[config.mk]
export PLATFORM = sky130hd
export DESIGN_NAME = seg7_scan_counter
export DESIGN_NICKNAME = d
export VERILOG_FILES = /design/src/rtl/seg7_scan_counter.sv
export SDC_FILE = /design/constraint.sdc
export NUM_CORES = 1
export LEC_CHECK = 0
export BUFFER_PORTS_ARGS = -buffer_cell sky130_fd_sc_hd__clkbuf_2
export CORE_ASPECT_RATIO = 2
export CORE_MARGIN = 4
export CORE_UTILIZATION = 60
export DETAILED_ROUTE_END_ITERATION = 7
export PLACE_DENSITY = 0.81
export SYNTH_ARGS = -nofsm -noshare
export SYNTH_HDL_FRONTEND = slang
export SYNTH_SLANG_ARGS = --single-unit
[constraint.sdc]
create_clock -name clk -period 5.55 [get_ports clk]
set_input_delay 0.555 -clock clk [delete_from_list [all_inputs] [get_ports clk]]
set_output_delay 0.555 -clock clk [all_outputs]
set_load 0.01 [all_outputs]
[src/rtl/seg7_scan_counter.sv]
// ---------------------------------------------------------------------------
// seg7_scan_counter
//
// Purpose:
//   N-digit BCD up/down counter driving a time-multiplexed 7-segment display.
//   A count prescaler produces the step tick. A free-running scan prescaler
//   walks the digit index. Segments, dp and digit_sel are registered every
//   cycle from the current index and count, so they lag by one clock.
//
// Ports:
//   clk        system clock
//   rst        synchronous reset, active-high
//   en         count enable (gates the count prescaler)
//   up         1 = increment, 0 = decrement (sampled on step cycles)
//   load       parallel load strobe (beats a step in the same cycle)
//   load_val   BCD load value, digit 0 in [3:0]; digits >9 clamp to 9
//   blank_lz   blank leading zeros on digits above digit 0
//   segments   {g,f,e,d,c,b,a}
//   dp         decimal point, lit on digit 0 while the wrap flag is set
//   digit_sel  one-hot common select
//   bcd        current count (never inverted)
//   wrap       one-cycle pulse on overflow/underflow
// ---------------------------------------------------------------------------
module seg7_scan_counter #(
  parameter int DIGITS     = 4,
  parameter int COUNT_DIV  = 1000,
  parameter int SCAN_DIV   = 64,
  parameter bit ACTIVE_LOW = 1'b0
) (
  input  logic                  clk,
  input  logic                  rst,
  input  logic                  en,
  input  logic                  up,
  input  logic                  load,
  input  logic [4*DIGITS-1:0]   load_val,
  input  logic                  blank_lz,
  output logic [6:0]            segments,
  output logic                  dp,
  output logic [DIGITS-1:0]     digit_sel,
  output logic [4*DIGITS-1:0]   bcd,
  output logic                  wrap
);

  localparam int CW = (COUNT_DIV > 1) ? $clog2(COUNT_DIV) : 1;
  localparam int SW = (SCAN_DIV > 1) ? $clog2(SCAN_DIV) : 1;
  localparam int IW = (DIGITS > 1) ? $clog2(DIGITS) : 1;

  localparam logic [CW-1:0] COUNT_LAST = CW'(COUNT_DIV - 1);
  localparam logic [SW-1:0] SCAN_LAST  = SW'(SCAN_DIV - 1);
  localparam logic [IW-1:0] IDX_LAST   = IW'(DIGITS - 1);

  logic [CW-1:0]        count_pre;
  logic [SW-1:0]        scan_pre;
  logic [IW-1:0]        scan_idx;
  logic [4*DIGITS-1:0]  bcd_q;
  logic [4*DIGITS-1:0]  bcd_inc;
  logic [4*DIGITS-1:0]  bcd_dec;
  logic [4*DIGITS-1:0]  load_clamped;
  logic                 inc_carry;
  logic                 dec_borrow;
  logic                 wrap_q;
  logic                 wrap_flag;
  logic                 step;

  logic [3:0]           cur_digit;
  logic                 cur_blank;
  logic [6:0]           seg_next;
  logic [6:0]           seg_q;
  logic                 dp_q;
  logic [DIGITS-1:0]    sel_q;

  function automatic logic [6:0] decode(input logic [3:0] d);
    logic [6:0] s;
    case (d)
      4'd0:    s = 7'h3F;
      4'd1:    s = 7'h06;
      4'd2:    s = 7'h5B;
      4'd3:    s = 7'h4F;
      4'd4:    s = 7'h66;
      4'd5:    s = 7'h6D;
      4'd6:    s = 7'h7D;
      4'd7:    s = 7'h07;
      4'd8:    s = 7'h7F;
      4'd9:    s = 7'h6F;
      default: s = 7'h00;
    endcase
    return s;
  endfunction

  assign step = en && (count_pre == COUNT_LAST);

  // Ripple increment; a carry out of the top digit means 99..9 -> 00..0.
  always_comb begin
    bcd_inc   = bcd_q;
    inc_carry = 1'b1;
    for (int i = 0; i < DIGITS; i++) begin
      if (inc_carry) begin
        if (bcd_q[4*i +: 4] == 4'd9) begin
          bcd_inc[4*i +: 4] = 4'd0;
        end else begin
          bcd_inc[4*i +: 4] = bcd_q[4*i +: 4] + 4'd1;
          inc_carry = 1'b0;
        end
      end
    end
  end

  // Ripple decrement; a borrow out of the top digit means 00..0 -> 99..9.
  always_comb begin
    bcd_dec    = bcd_q;
    dec_borrow = 1'b1;
    for (int i = 0; i < DIGITS; i++) begin
      if (dec_borrow) begin
        if (bcd_q[4*i +: 4] == 4'd0) begin
          bcd_dec[4*i +: 4] = 4'd9;
        end else begin
          bcd_dec[4*i +: 4] = bcd_q[4*i +: 4] - 4'd1;
          dec_borrow = 1'b0;
        end
      end
    end
  end

  always_comb begin
    load_clamped = load_val;
    for (int i = 0; i < DIGITS; i++) begin
      if (load_val[4*i +: 4] > 4'd9) load_clamped[4*i +: 4] = 4'd9;
    end
  end

  // Counter core: reset beats load, load beats step. Load also restarts
  // the prescaler so the next step comes a full COUNT_DIV cycles later.
  always_ff @(posedge clk) begin
    if (rst) begin
      count_pre <= '0;
      bcd_q     <= '0;
      wrap_q    <= 1'b0;
      wrap_flag <= 1'b0;
    end else if (load) begin
      count_pre <= '0;
      bcd_q     <= load_clamped;
      wrap_q    <= 1'b0;
      wrap_flag <= 1'b0;
    end else begin
      wrap_q <= 1'b0;
      if (en) begin
        count_pre <= (count_pre == COUNT_LAST) ? '0 : count_pre + CW'(1);
      end
      if (step) begin
        if (up) begin
          bcd_q <= bcd_inc;
          if (inc_carry) begin
            wrap_q    <= 1'b1;
            wrap_flag <= ~wrap_flag;
          end
        end else begin
          bcd_q <= bcd_dec;
          if (dec_borrow) begin
            wrap_q    <= 1'b1;
            wrap_flag <= ~wrap_flag;
          end
        end
      end
    end
  end

  // Free-running scan; ignores en so the display stays lit while paused.
  always_ff @(posedge clk) begin
    if (rst) begin
      scan_pre <= '0;
      scan_idx <= '0;
    end else if (scan_pre == SCAN_LAST) begin
      scan_pre <= '0;
      scan_idx <= (scan_idx == IDX_LAST) ? '0 : scan_idx + IW'(1);
    end else begin
      scan_pre <= scan_pre + SW'(1);
    end
  end

  // Walk from the top digit down so hi_zero reflects "this digit and all
  // above are zero" when the selected digit is reached.
  always_comb begin
    logic hi_zero;
    hi_zero   = 1'b1;
    cur_digit = 4'd0;
    cur_blank = 1'b0;
    for (int i = DIGITS - 1; i >= 0; i--) begin
      if (bcd_q[4*i +: 4] != 4'd0) hi_zero = 1'b0;
      if (IW'(i) == scan_idx) begin
        cur_digit = bcd_q[4*i +: 4];
        cur_blank = hi_zero && (i != 0);
      end
    end
    seg_next = (blank_lz && cur_blank) ? 7'h00 : decode(cur_digit);
  end

  always_ff @(posedge clk) begin
    if (rst) begin
      seg_q <= 7'h00;
      dp_q  <= 1'b0;
      sel_q <= '0;
    end else begin
      seg_q <= seg_next;
      dp_q  <= wrap_flag && (scan_idx == '0);
      sel_q <= DIGITS'(1) << scan_idx;
    end
  end

  assign segments  = ACTIVE_LOW ? ~seg_q : seg_q;
  assign dp        = ACTIVE_LOW ? ~dp_q  : dp_q;
  assign digit_sel = ACTIVE_LOW ? ~sel_q : sel_q;
  assign bcd       = bcd_q;
  assign wrap      = wrap_q;

endmodule
# Yosys cells after proc, flatten, opt, wreduce, memory -nomap -nowiden
# Memory sizes are Yosys's and may differ from the RTL's. A register that Yosys moved wholly into a read port is not among the register bits.
# Index checks and enable logic that the tools add are counted.
# classes
n_addsub,11
multipliers,0
n_div,0
magnitude_cmp,4
n_eq_ne,14
n_shift,1
muxes,54
bitwise_logic,2
n_reduce_logical,24
# op_table
cell,n
$mux W4,22
$mux W16,3
$mux W1,27
$add A4 B1 Y4 const B,4
$eq A4 B4 Y1 const B,4
$gt A4 B4 Y1 const B,4
$logic_not A4 Y1,4
$sub A4 B1 Y4 const B,4
$reduce_and A3 Y1,4
$reduce_bool A4 Y1,3
$add A10 B1 Y10 const B,1
$eq A10 B10 Y1 const B,1
$mux W10,1
$ne A3 B1 Y1 const B,3
$reduce_bool A3 Y1,3
$add A6 B1 Y6 const B,1
$eq A6 B6 Y1 const B,1
$reduce_or A2 Y1,3
$eq A2 B2 Y1 const A,2
$reduce_bool A2 Y1,2
$shl A1 B2 Y4 const A,1
$logic_and A1 B1 Y1,3
$reduce_or A3 Y1,1
$add A2 B1 Y2 const B,1
6 further kinds,7
# word_totals
ff_bits,41
latchBits,0
ram_bits,0
rom_bits,112
input_bits,22
n_memories,1
# mem_list
name,words,word_bits,rd,rd_ports_with_merged_regs,wr,line_no,rtl
(name not given),16,7,1,1,0,74,case (d)

# Logic depth before layout (Yosys ltp)
# Gate-level depths: netlist of the first run.
# logic_depth
word_depth,8
mapped_depth,10
depth_no_buf,9

# Worst setup path after synthesis of the first run
# OpenSTA, ideal clock, no wires.
# synth_timing
kind,register to register
startpoint,reg scan_idx[0]
endpoint,"reg seg_q[1], in the netlist segments[1]"
setup_ns,0.126
t_arrival_ns,2.048
required_ns,5.424
path_slack_ns,3.376
stages_incl_launch_ff,10
n_path_buf,1
period_less_slack_ns,2.174
cell_sequence,dfxtp_1 -> inv_1 -> ha_1 -> buf_6 -> mux2_4 -> or3_4 -> o21ai_4 -> ha_1 -> o21ai_0 -> a21oi_1
# synth_via
elab_chain_len,7
# synth_lines
item,line_no,rtl
from (decl),54,logic [IW-1:0] scan_idx;
from (signal assigned),174,scan_idx <= (scan_idx == IDX_LAST) ? '0 : scan_idx + IW'(1);
$eq A2 B2 Y1,189,if (IW'(i) == scan_idx) begin
$mux W1 (4 in series),189,
$logic_and A1 B1 Y1,194,seg_next = (blank_lz && cur_blank) ? 7'h00 : decode(cur_digit);
$reduce_or A2 Y1 (no line),-,
to (decl),68,logic [6:0] seg_q;
# Parallel ways exist; a longest one is shown, timed or not.
# A chain may end at the register's enable or synchronous reset.

# Final worst setup path of the first run
# Ends and elaborated chain as after synthesis.

==> summary.md, run 1 <==
| Metric | Value |
|---|---|
| Synth Instances | 388 |
| Clock-pin slew on the worst setup and hold paths | about 90 ps |
| Worst Tran Pin Value | about 750 ps |
| Ant. Diodes | 0 |
| I/O pin count | ~50 |
| Data arrival, critical path | between 2000 and 3000 ps |
| Max-cap violations | 0 |
| Min cycle time layout | around 2400 ps |
| Initial Utilization | 0.624 |
| Synth warn | 0 |
| Slew Limit Fails | 0 |
| Synth cell count leaders | dfxtp_1 (48), nor2_1 (42), nand2_1 (29), o21ai_0 (24), a21oi_1 (17) |
| CTS Buf Count | 5 |
| DRT Pass-1 Iters | 4 |
| Die ar. | 6380 µm² |
| Later-pin clock latency in the skew report | approximately 300 ps |
| Fin crit share | 0.424 |
| Synthesis-to-finish area growth | 8.57% |
| Die Y-Extent | roughly 110 µm |
| Most frequent cell after synthesis | dfxtp_1 |
| Nets | approximately 440 |
| Layout Cells excl Fill | ~470 |
| Final hold vios | 0 |
| DP HPWL | ~5300 µm |
| Crit. End Element | flop |
| Crit path kind | flop to flop |
| Post-CTS Setup Bufs | 0 |
| Pre-CTS setup slack | 3080 ps |
| CP max FO | 10 |
| Worst EP required | between 5000 and 6000 ps |
| Post-synth top flop | dfxtp_1 |
| Largest net degree at the start of global routing | 43 |
| Syn avg cell area | about 7.9 µm² |
| Synthesis-stage register bit count | 48 |
| Root buffer cell | clkbuf_8 |
| CTS tree | done |
| Pleak | approximately 1.3 nW |
| Width of the die | 58.5 µm |
| Vias per inst | 6.01 |
| # resized after CTS | 0 |
| Syn Nets | roughly 420 |
| Synth area leader | dfxtp_1 |
| Skew final | approximately 13 ps |
| Post-synthesis cell area | approximately 3000 µm² |
| Maximum VDD drop | ~0.18 mV |
| # rows | 36 |
| Port-buffer cells | 50 |
| Initial DRC count | 158 |
| Slew headroom | 0.497 |
| First-pass GRT wire length | 12,100 µm |
| Fillcell total | approximately 430 |
| Clock sinks | 48 |
| Unrepaired setup endpoints after global routing | false |
| Status | complete, no violations |
| # hold bufs at CTS | 0 |
| Total gr overflow | 0 |
| Layout cell share with drive strength beyond 1 | 0.181 |
| Final ANT Viol Nets | 0 |
| Sequential cell area | around 960 µm² |
| Multi-input logic area | roughly 1900 µm² |
| H-tree levels | 2 |
| Initial antenna violation count | 0 |
| Core region area | approximately 4900 µm² |
| Dpl cells | approximately 460 |
| Share of the synthesized area in the top cell type | 0.314 |
| Routed len/inst | approximately 15 µm |
| Final WL | just over 7000 µm |
| Sum Neg Setup Slack | 0 ps |
| Synth area leaders | dfxtp_1 (31%), nor2_1 (5.1%), xnor2_1 (4.3%) |
| Hold WC Path Type | flop to flop |
| Vias in the first global route | between 2,000 and 3,000 |
| FFs w/ async S/R, synth | 0 |
| Netlist cell types | 66 |
| DRC | 0 |
| Routed vias | approximately 2,800 |
| Post-synth EDFFs | 0 |
| PD cells | 221 nW/µm² |
| Gr usage total | 0.238 |
| Final Setup Violations | 0 |
| CP Launch Type | flop |
| Clk buf depth | 2 |
| Peak Freq | ~430 MHz |
| Routability cong. | 0.879 |
| Worst Slack Setup Final | roughly 3200 ps |
| Sequential area share after synthesis | 0.314 |
## per-stage QoR
| stage | power, mW | utilization | instance area (µm²) | hold slack [ps] |
|---|---|---|---|---|
| floorplan | 0.484 | - | 3060 | 418 |
| global placement | 0.520 | 0.659 | 3230 | 427 |
| detailed placement | 0.524 | 0.659 | 3230 | 435 |
| CTS | 0.739 | 0.678 | 3330 | 451 |
| global route | 0.774 | 0.678 | 3330 | 479 |
| finish | 0.734 | 0.678 | 3330 | 446 |
## placed cells by master (no fill, tap or decap), drive strengths merged, types with 4 or more instances in the layout
master  Yosys  routed
nand2      29      29
dfxtp      48      48
nor4        4       4
nand3       9       9
xor2        9       9
nand3b      6       6
a22oi       4       4
ha          8       8
nand4       4       4
mux2i       7       7
nor3       15      15
nor2       42      42
o21a        5       5
or2         4       4
nand2b      8       8
or3         4       4
xnor2      15      15
clkbuf     13      57
inv        14      14
nor2b       5       5
o21ai      28      28
a31oi       8       8
o22ai       7       7
and3        7       7
a21oi      18      18
a211oi      7       7
## cell families (layout without fill, tap and decap cells)
group                      after synthesis  after routing  share of synthesized area
and+or+nand+nor                        154            154                      0.267
AOI/OAI and AO/OA                       99             99                      0.214
DFF                                     48             48                      0.314
buffers and inverters                   45             72                     0.0686
xor gates and xnor gates                24             24                     0.0686
muxes                                   10             10                     0.0351
adders and majority gates                8              8                     0.0327
## path summary, 6_finish.rpt
| kind | startpoint | endpoint | slack (ps) | depth (start not counted) |
|---|---|---|---|---|
| min reg2reg | scan_pre[0] | scan_pre[0] | 450 | 1 |
| max reg2reg | scan_idx[0] | segments[1] | 3200 | 8 |
| min | scan_pre[0] | scan_pre[0] | 450 | 1 |
| max | scan_idx[0] | segments[1] | 3200 | 8 |
## cell type report
cell class	count	area share
inverters	14	0.0173
clock inverters	1	0.00226
well taps	57	0.0214
multi-input cells	295	0.569
flip-flops and latches	48	0.289
repair buffers	50	0.0752
clock buffers	7	0.0259
## per-layer routing
metal | global-route usage | up-vias | share of wire | routed length, µm
li1 | - | 1434 | - | -
met1 | 0.263 | 1317 | 0.38 | 2720
met2 | 0.434 | 70 | 0.55 | 3860
met3 | 0.0332 | 18 | 0.040 | 280
met4 | 0.108 | 0 | 0.029 | 205
met5 | 0 | - | 0 | 0
## state kept, by name (all words and copies together), names as in the netlist
name	flops
bcd	16
count_pre	10
digit_sel	4
dp	1
scan_idx	2
scan_pre	6
segments	7
wrap	1
wrap_flag	1
## where the power goes
part,internal (mW),switching [mW]
Clock,0.101,0.116
Combinational,0.0589,0.0681
Sequential,0.359,0.0298
Total,0.520,0.214
## worst max-delay path, stage by stage, from the launching register on
cell     delay [ps]
dfxtp_1         430
inv_1           120
ha_1            350
and2_0          270
or3_4           390
o21ai_4         120
ha_1            270
o21ai_0         180
a21oi_1          90
(Power assumes the default switching activity.)
==> run 2: changes to the inputs <==
Settings changed: CORE_UTILIZATION 60 to 57, PLACE_DENSITY 0.81 to 0.78.
Clock period 5.55 ns to 2.31 ns, I/O delays scaled along.
==> summary.md, run 2 (same netlist as run 1, synthesis figures left out) <==
| Metric | Value |
|---|---|
| Top Family by Delay on Critical Path | simple AND/OR/NAND/NOR gates |
| Worst reg2reg path depth | 9 |
| Largest net degree at the start of global routing | 27 |
| Crit-path slowest cell | dfxtp_1 |
| Crit path kind | flop to flop |
| Routed vias | between 2,000 and 3,000 |
| Die ar. | about 6700 µm² |
| Final hold vios | 0 |
| Final WL | 7340 µm |
| Slew headroom | 0.638 |
| Clk buf depth | 2 |
| Clock-pin slew on the worst setup and hold paths | around 100 ps |
| Worst Slack Setup Final | about 170 ps |
| Root buffer cell | clkbuf_8 |
| Initial Utilization | 0.591 |
| # hold bufs at CTS | 0 |
| Worst path cell trace | inv_1 -> ha_1 -> buf_4 -> nor3_4 -> nor2_1 -> a22o_1 -> ha_1 -> and3_1 -> nor4_1 |
| DRT Pass-1 Iters | 4 |
| Net Sw Power | 0.545 mW |
| Most frequent cells in the layout | clkbuf_2 (50), dfxtp_1 (48), nor2_1 (42), nand2_1 (29), o21ai_0 (24) |
| CTS Buf Count | 5 |
| Total gr overflow | 0 |
| # rows | 37 |
| Max reg flops | 16 |
| First-pass GRT wire length | 12,600 µm |
| Hold endpoint | bcd[1] |
| Max-cap violations | 0 |
| Crit. End Element | flop |
| CP Launch Type | flop |
| Pleak | 1.43 nW |
| Initial antenna violation count | 0 |
| Vias per inst | 6.09 |
| Later-pin clock latency in the skew report | approximately 300 ps |
| Clock sinks | 48 |
| Data arrival, critical path | between 2000 and 2500 ps |
| CTS tree | done |
| Clock share of power | 0.305 |
| Unrepaired setup endpoints after global routing | false |
| Initial DRC count | ~140 |
| Routability cong. | 1.00 |
| H-tree levels | 2 |
| Pre-CTS setup slack | approximately 160 ps |
| Skew final | between 5 and 6 ps |
| Maximum VDD drop | approximately 0.45 mV |
| Slew Limit Fails | 0 |
| Layout Cells excl Fill | 490 |
| Fin crit share | 0.927 |
| R2R setup slack | between 150 and 200 ps |
| Nets | about 460 |
| DP HPWL | approximately 5600 µm |
| Gr usage total | 0.236 |
| Most used cell along the critical path | ha_1 |
| Routed len/inst | roughly 15 µm |
| Port-buffer cells | 50 |
| Ant. Diodes | 0 |
| Width of the die | about 60 µm |
| Worst hold path stage count | 3 |
| Part of the power in combinational logic | 0.194 |
| Die Y-Extent | 112 µm |
| Reg power frac | 0.500 |
| Most common cell after layout, fill and taps aside | clkbuf_2 |
| Min cycle time layout | approximately 2100 ps |
| FF-to-FF Start | scan_idx[0] |
| I/O pin count | roughly 50 |
| FF-to-FF End | segments[0] |
| Worst EP required | ~2500 ps |
| Dpl cells | about 480 |
| Vias in the first global route | around 2,800 |
| Final Setup Violations | 0 |
| Core region area | 5180 µm² |
| Hold path startpoint | load_val[1] |
| Worst Tran Pin Value | 538 ps |
| Layout cell share with drive strength beyond 1 | 0.218 |
| Hold WC Path Type | input port to flop |
| DRC | 0 |
| CP max FO | 6 |
| Synthesis-to-finish area growth | 13.3% |
| Final ANT Viol Nets | 0 |
| Pint | 1.27 mW |
| Status | complete, no violations |
| Sw Ratio | 0.300 |
| Slowest stage delay, CP | 350 ps |
| Sum Neg Setup Slack | 0 ps |
| Peak Freq | between 400 and 500 MHz |
| PD cells | between 500 and 600 nW/µm² |
| Crit path buf inv count | 2 |
==> run 2: worst max path at each step <==
stage	from	endpoint	cells after the start
after floorplan	scan_idx[0]	segments[1]	9
after global placement	scan_idx[0]	segments[3]	9
after global routing	scan_idx[0]	segments[0]	9
final	scan_idx[0]	segments[0]	9
after detailed placement	scan_idx[1]	segments[3]	8
after CTS	scan_idx[1]	segments[3]	8
==> run 2: routing by layer <==
layer | GRT usage | routed length (µm) | vias to the layer above
li1 | - | - | 1472
met4 | 0.111 | 334 | 0
met5 | 0 | 0 | -
met3 | 0.0313 | 354 | 26
met1 | 0.270 | 2720 | 1409
met2 | 0.410 | 3930 | 79
==> run 2: what timing repair did <==
action,CTS,global route
setup endpoints to repair,0,3
gates resized for setup,0,2
buffers inserted,0,0
==> run 2: per-stage QoR <==
stage | util | power, mW | cell area (µm²) | hold slack, ps
global route | 0.669 | 1.93 | 3470 | 165
CTS | 0.668 | 1.83 | 3460 | 160
detailed placement | 0.648 | 1.28 | 3360 | 441
floorplan | - | 1.16 | 3060 | 368
global placement | 0.648 | 1.27 | 3360 | 429
finish | 0.669 | 1.82 | 3470 | 160
==> run 2: area by class of cell <==
| cell class | count | area, µm² |
|---|---|---|
| clock buffers | 6 | 82.6 |
| clock inverters | 2 | 17.5 |
| fillers | 456 | 1710 |
| inverters | 14 | 57.6 |
| multi-input cells | 295 | 1900 |
| flip-flops and latches | 48 | 961 |
| well taps | 58 | 72.6 |
| repair buffers | 67 | 378 |
==> run 2: worst min-delay path, delay by kind of cell <==
family,cells,cell delay [ps]
AO/OA/AOI/OAI,1,50
AND/OR/NAND/NOR,1,50
buffers and inverters,1,90
==> run 2: power groups by stage <==
stage,clock network (mW),logic [mW],registers [mW]
after floorplan,0,0.243,0.921
final,0.556,0.354,0.911
after detailed placement,0,0.353,0.930
after global routing,0.609,0.399,0.919
after CTS,0.568,0.354,0.911
after global placement,0,0.346,0.929
